$ cat config.mk
export PLATFORM = sky130hd
export DESIGN_NAME = polirv_boot_ctrl_flat
export DESIGN_NICKNAME = d
export VERILOG_FILES = /design/src/rtl/polirv_boot_ctrl_if.sv /design/src/rtl/polirv_boot_ctrl.sv /design/src/flat_wrapper.sv
export SDC_FILE = /design/constraint.sdc
export NUM_CORES = 1
export LEC_CHECK = 0
export ABC_CLOCK_PERIOD_IN_PS = 2500
export BUFFER_PORTS_ARGS = -buffer_cell sky130_fd_sc_hd__buf_4
export CAP_MARGIN = 10
export CORE_UTILIZATION = 41
export DETAILED_ROUTE_END_ITERATION = 8
export GPL_TIMING_DRIVEN = 0
export PLACE_DENSITY = 0.74
export SYNTH_ARGS = -nofsm -noshare
export SYNTH_HDL_FRONTEND = slang
export SYNTH_SLANG_ARGS = --single-unit
$ cat constraint.sdc
create_clock -name clk -period 2.5 [get_ports clk]
set_input_delay 0.375 -clock clk [delete_from_list [all_inputs] [get_ports clk]]
set_output_delay 0.375 -clock clk [all_outputs]
set_load 0.1 [all_outputs]
$ cat src/rtl/polirv_boot_ctrl_if.sv
// Program-load stream between the host loader and the polirv boot controller.
// The master drives words in; the slave (controller) accepts them with load_ready.
interface polirv_boot_ctrl_if #(
   parameter int I_DATA_W = 32
);
   logic                load_valid;
   logic                load_ready;
   logic [I_DATA_W-1:0] load_data;
   logic                load_last;

   modport master (output load_valid, load_data, load_last, input load_ready);
   modport slave  (input load_valid, load_data, load_last, output load_ready);
endinterface

$ cat src/rtl/polirv_boot_ctrl.sv
// Boot-and-run controller: streams a program into instruction memory with the core held
// in reset, then releases the core and counts run cycles until a halt fetch or a timeout.
module polirv_boot_ctrl #(
   parameter int                  I_ADDR_W   = 6,
   parameter int                  I_DATA_W   = 32,
   parameter logic [31:0]         MAX_CYCLES = 32'd125,
   parameter logic [I_DATA_W-1:0] HALT_WORD  = 'h0000006F
) (
   input  logic                  clk,
   input  logic                  reset,
   input  logic                  start_i,
   polirv_boot_ctrl_if.slave     load_if,
   output logic                  imem_we_o,
   output logic [I_ADDR_W-1:0]   imem_waddr_o,
   output logic [I_DATA_W-1:0]   imem_wdata_o,
   output logic                  core_reset_o,
   input  logic [I_ADDR_W-1:0]   i_mem_addr_i,
   input  logic [I_DATA_W-1:0]   i_mem_data_i,
   output logic                  busy_o,
   output logic                  done_o,
   output logic                  halted_o,
   output logic                  timeout_o,
   output logic [31:0]           cycle_count_o
);

   typedef enum logic [1:0] {
      IDLE = 2'd0,
      LOAD = 2'd1,
      RUN  = 2'd2,
      DONE = 2'd3
   } state_e;

   state_e              state_q, state_d;
   logic [I_ADDR_W-1:0] ptr_q, ptr_d;
   logic                core_reset_q, core_reset_d;
   logic                halted_q, halted_d;
   logic                timeout_q, timeout_d;
   logic [31:0]         cycle_count_q, cycle_count_d;
   logic                xfer;
   logic                ptr_full;

   // The fetch address is only observed by the host; halt detection keys on fetched data.
   logic                fetch_addr_unused;
   assign fetch_addr_unused = ^i_mem_addr_i;

   assign ptr_full = (ptr_q == {I_ADDR_W{1'b1}});

   always_comb begin
      state_d       = state_q;
      ptr_d         = ptr_q;
      core_reset_d  = core_reset_q;
      halted_d      = halted_q;
      timeout_d     = timeout_q;
      cycle_count_d = cycle_count_q;
      xfer          = 1'b0;

      case (state_q)
         IDLE, DONE: begin
            if (start_i) begin
               state_d       = LOAD;
               ptr_d         = '0;
               halted_d      = 1'b0;
               timeout_d     = 1'b0;
               cycle_count_d = 32'd0;
            end
         end
         LOAD: begin
            xfer = load_if.load_valid;
            if (xfer) begin
               // The pointer saturates at the last word; a full memory ends the load.
               if (!ptr_full) begin
                  ptr_d = ptr_q + 1'b1;
               end
               if (load_if.load_last || ptr_full) begin
                  state_d      = RUN;
                  core_reset_d = 1'b0;
               end
            end
         end
         RUN: begin
            cycle_count_d = cycle_count_q + 32'd1;
            if (i_mem_data_i == HALT_WORD) begin
               state_d      = DONE;
               halted_d     = 1'b1;
               core_reset_d = 1'b1;
            end else if (cycle_count_q == (MAX_CYCLES - 32'd1)) begin
               state_d      = DONE;
               timeout_d    = 1'b1;
               core_reset_d = 1'b1;
            end
         end
         default: begin
            state_d = IDLE;
         end
      endcase
   end

   always_ff @(posedge clk or negedge reset) begin
      if (!reset) begin
         state_q       <= IDLE;
         ptr_q         <= '0;
         core_reset_q  <= 1'b1;
         halted_q      <= 1'b0;
         timeout_q     <= 1'b0;
         cycle_count_q <= 32'd0;
      end else begin
         state_q       <= state_d;
         ptr_q         <= ptr_d;
         core_reset_q  <= core_reset_d;
         halted_q      <= halted_d;
         timeout_q     <= timeout_d;
         cycle_count_q <= cycle_count_d;
      end
   end

   // Writes happen in the same cycle as the handshake so the loader sees no latency.
   assign load_if.load_ready = (state_q == LOAD);
   assign imem_we_o          = xfer;
   assign imem_waddr_o       = ptr_q;
   assign imem_wdata_o       = load_if.load_data;

   assign core_reset_o  = core_reset_q;
   assign busy_o        = (state_q == LOAD) || (state_q == RUN);
   assign done_o        = (state_q == DONE);
   assign halted_o      = halted_q;
   assign timeout_o     = timeout_q;
   assign cycle_count_o = cycle_count_q;

endmodule

$ cat src/flat_wrapper.sv
// flat-port wrapper written by rule: the top's interface ports become plain ports
module polirv_boot_ctrl_flat 
#(
   parameter int                  I_ADDR_W   = 6,
   parameter int                  I_DATA_W   = 32,
   parameter logic [31:0]         MAX_CYCLES = 32'd125,
   parameter logic [I_DATA_W-1:0] HALT_WORD  = 'h0000006F
)
  (clk, reset, start_i, imem_we_o, imem_waddr_o, imem_wdata_o, core_reset_o, i_mem_addr_i, i_mem_data_i, busy_o, done_o, halted_o, timeout_o, cycle_count_o, load_if_load_valid, load_if_load_data, load_if_load_last, load_if_load_ready);
  polirv_boot_ctrl_if #(.I_DATA_W(I_DATA_W)) load_if_i ();
  input  logic clk;
  input  logic reset;
  input  logic start_i;
  output logic imem_we_o;
  output logic [I_ADDR_W-1:0] imem_waddr_o;
  output logic [I_DATA_W-1:0] imem_wdata_o;
  output logic core_reset_o;
  input  logic [I_ADDR_W-1:0] i_mem_addr_i;
  input  logic [I_DATA_W-1:0] i_mem_data_i;
  output logic busy_o;
  output logic done_o;
  output logic halted_o;
  output logic timeout_o;
  output logic [31:0] cycle_count_o;
  input wire logic [$bits(load_if_i.load_valid)-1:0] load_if_load_valid;
  input wire logic [$bits(load_if_i.load_data)-1:0] load_if_load_data;
  input wire logic [$bits(load_if_i.load_last)-1:0] load_if_load_last;
  output wire logic [$bits(load_if_i.load_ready)-1:0] load_if_load_ready;
  assign load_if_i.load_valid = load_if_load_valid;
  assign load_if_i.load_data = load_if_load_data;
  assign load_if_i.load_last = load_if_load_last;
  assign load_if_load_ready = load_if_i.load_ready;
  polirv_boot_ctrl #(.I_ADDR_W(I_ADDR_W), .I_DATA_W(I_DATA_W), .MAX_CYCLES(MAX_CYCLES), .HALT_WORD(HALT_WORD)) u_core (.clk(clk), .reset(reset), .start_i(start_i), .load_if(load_if_i), .imem_we_o(imem_we_o), .imem_waddr_o(imem_waddr_o), .imem_wdata_o(imem_wdata_o), .core_reset_o(core_reset_o), .i_mem_addr_i(i_mem_addr_i), .i_mem_data_i(i_mem_data_i), .busy_o(busy_o), .done_o(done_o), .halted_o(halted_o), .timeout_o(timeout_o), .cycle_count_o(cycle_count_o));
endmodule
==> reports/qor.csv <==
metric;value;unit
clk sink count;43;
Die W;82.63;um
Switching Share;52.42;%
Post-Place Cells;479;
drt total wl;6387;um
Synth Area per Inst;9.222;um2
Top Metal Used;met4;
asr flop ratio synth;100.0;%
detail-routed via count per cell;5.177;
Non-Filler Instances;487;
CP Cell Sequence;inv_1 > ha_1 > mux2i_2 > nor3_4 > nand4_4 > or3_1 > a21oi_1;
sequential share of power;28.9;%
Clock Tree Root;clkbuf_8;
run status;completed;
slowest CP cell;dfrtp_1;
WP data required;2.71;ns
Synth top area share;39.44;%
total power draw;2.798;mW
met2 wire len;3071;um
Skew-Pair Late Insertion Delay;0.30;ns
layout cells sized above 1;40.73;%
Core Region;6314;um2
commonest non-fill, non-tap cell in the layout;buf_4;
CTS tree;yes;
Tmin final;2.311;ns
CTS max path bufs;2;
Die Ht;82.63;um
combinational power share;55.5;%
wire length on met3;406;um
GPL Wtd Cong;0.7970;
HPWL after DPL;4876;um
num rows;29;
WL per Instance;13.11;um
Vias;2521;
Setup TNS;0;ns
most frequent cells in the layout;buf_4, dfrtp_1, nor2_1, nand2_1;
EDFF count, synth;0;
Initial DRC Count;116;
Final Max Slew Viols;0;
crit path kind;register to register;
clk slew on worst S/H paths;0.09;ns
TritonCTS buffer count;5;
initial antenna violation count;0;
Max FO, Critical Path;9;
ant diodes;0;
final worst path period share;92.46;%
# setup viols final;0;
cell internal pwr;1.331;mW
Max VDD drop;0.0007312;V
vias in the first global route;2170;
crit-path max cell delay;0.41;ns
area of the mapped netlist;2665;um2
area grow syn2layout;38.78;%
Seq/Total Area, Yosys;40.42;%
CP endpoint kind;register;
# H-tree levels;2;
Synth Register Bits;43;
Worst Tran Pin Value;0.5557;ns
largest cells by area after synthesis;dfrtp_1, buf_4, xor2_1;
RSZ-0062 raised after global routing;no;
Total GRT Usage;19.05;%
Peak Freq;432.6;MHz
io pins;152;
Post-Syn Instances;289;
Pwr Density;756.6;nW/um2
Setup crit start kind;register;
Post-Syn Nets;371;
clock share of power;15.5;%
Yosys top cell by area;dfrtp_1;
ANT nets after route;0;
CP Data Arrival Time;2.53;ns
post-synth cell types;43;
Final #Nets;491;
largest net degree at the start of global routing;44;
IO Port Bufs;113;
worst rel slew slack;62.61;%
Ys Warns;0;
Net Sw Power;1.467;mW
Die Area;6827;um2
Setup Skew;0.009805;ns
Fin. Hold Viols;0;
Hold Crit Class;primary input to asynchronous set/reset pin;
DR DRC count;0;
Starting Density;42.21;%
wl on met1;2826;um
total congestion overflow;0;
drt pass-1 iters;4;
Leak;1.833;nW
max cap viols;0;
global-route wire length before repair;10010;um
Top FF cell, synth;dfrtp_1;
-- kinds of logic after synthesis --
logic type | after synthesis | synth area share, %
buffers and inverters | 49 | 11.46
AOI/OAI and AO/OA | 36 | 7.887
xor gates and xnor gates | 24 | 7.887
muxes | 5 | 2.066
and+or+nand+nor | 125 | 27.00
adders and majority gates | 7 | 3.286
DFF | 43 | 40.42
-- critical path, delay by kind of cell (launching register included) --
| kind | cells | cell delay (ns) |
|---|---|---|
| and+or+nand+nor | 3 | 0.95 |
| DFF | 1 | 0.41 |
| adders and majority gates | 1 | 0.39 |
| muxes | 1 | 0.25 |
| AOI/OAI and AO/OA | 1 | 0.15 |
| buffers and inverters | 1 | 0.07 |
-- cells in the mapped netlist (all sizes together), types with 2 or more instances --
cell / instances
buf: 33
nand2: 20
dfrtp: 42
o21ai: 16
xnor2: 8
or4: 2
nor4b: 2
and4: 2
xor2: 16
mux2i: 4
nand4b: 4
nor4: 13
a21oi: 13
nor2: 31
nand3: 13
nand3b: 2
and3: 4
or3: 8
nand2b: 2
and2: 2
nand4: 13
clkbuf: 5
inv: 11
nor3: 4
ha: 7
o211ai: 2
-- stage by stage --
| step | setup slack (ns) | hold WS (ns) | cell area (um2) | util (%) |
|---|---|---|---|---|
| 6_report | 0.1886 | 0.06103 | 3699 | 58.58 |
| 5_1_grt | 0.009806 | 0.1069 | 3699 | 58.58 |
| 4_1_cts | 0.1137 | 0.07546 | 3699 | 58.58 |
| 3_5_place_dp | 0.1518 | 0.4051 | 3613 | 57.23 |
| 3_3_place_gp | 0.1922 | 0.4015 | 3613 | 57.23 |
| 2_1_floorplan | 0.02838 | 0.07941 | 2669 | - |
-- registers in the layout, indices dropped and copies added (netlist names) --
| signal | count |
|---|---|
| u_core.timeout_o | 1 |
| u_core.imem_waddr_o | 6 |
| u_core.core_reset_o | 1 |
| u_core.state_q | 2 |
| u_core.cycle_count_o | 32 |
| u_core.halted_o | 1 |
-- metal layers --
metal  track usage, %  up-vias
met4            5.345        0
met3            3.736       10
met2            31.65       90
met1            25.15     1192
met5                0        -
li1                 -     1229
-- final cells by class --
cell class	instances	area (um2)
Multi-Input combinational cell	197	1286
Fill cell	576	2615
Inverter	11	41.29
Sequential cell	43	1077
Buffer	38	264.0
Timing Repair Buffer	113	848.3
Clock buffer	6	72.57
Clock inverter	2	12.51
Tap cell	77	96.34
-- path summary, 6_finish.rpt --
path	from	endpoint	slack [ns]	cells past startpoint
min reg2reg	u_core.core_reset_o$_DFFE_PN1P_	u_core.core_reset_o$_DFFE_PN1P_	0.52	1
min	reset	u_core.cycle_count_o[28]$_DFFE_PN0P_	0.06	1
max in group asynchronous	reset	u_core.cycle_count_o[8]$_DFFE_PN0P_	2.06	1
max	u_core.state_q[0]$_DFFE_PN0P_	u_core.cycle_count_o[31]$_DFFE_PN0P_	0.19	7
min in group clk	load_if_load_valid	u_core.core_reset_o$_DFFE_PN1P_	0.37	4
max reg2reg	u_core.state_q[0]$_DFFE_PN0P_	u_core.cycle_count_o[31]$_DFFE_PN0P_	0.19	7
-- power groups by stage --
stage	Combinational [mW]	Sequential, mW	Clock, mW
after CTS	1.56	0.808	0.455
after global routing	1.65	0.821	0.481
final	1.55	0.809	0.435
after detailed placement	1.56	0.822	0
after floorplan	0.995	1.05	0
after global placement	1.55	0.820	0
-- repair_timing --
| item | 4_1_cts | 5_1_grt |
|---|---|---|
| gates resized for setup | 0 | 0 |
| setup buffers | 0 | 0 |
| endpoints found under the setup margin | 0 | 3 |
| hold buffers | 0 | 0 |
Power figures use the tool's default switching activity.
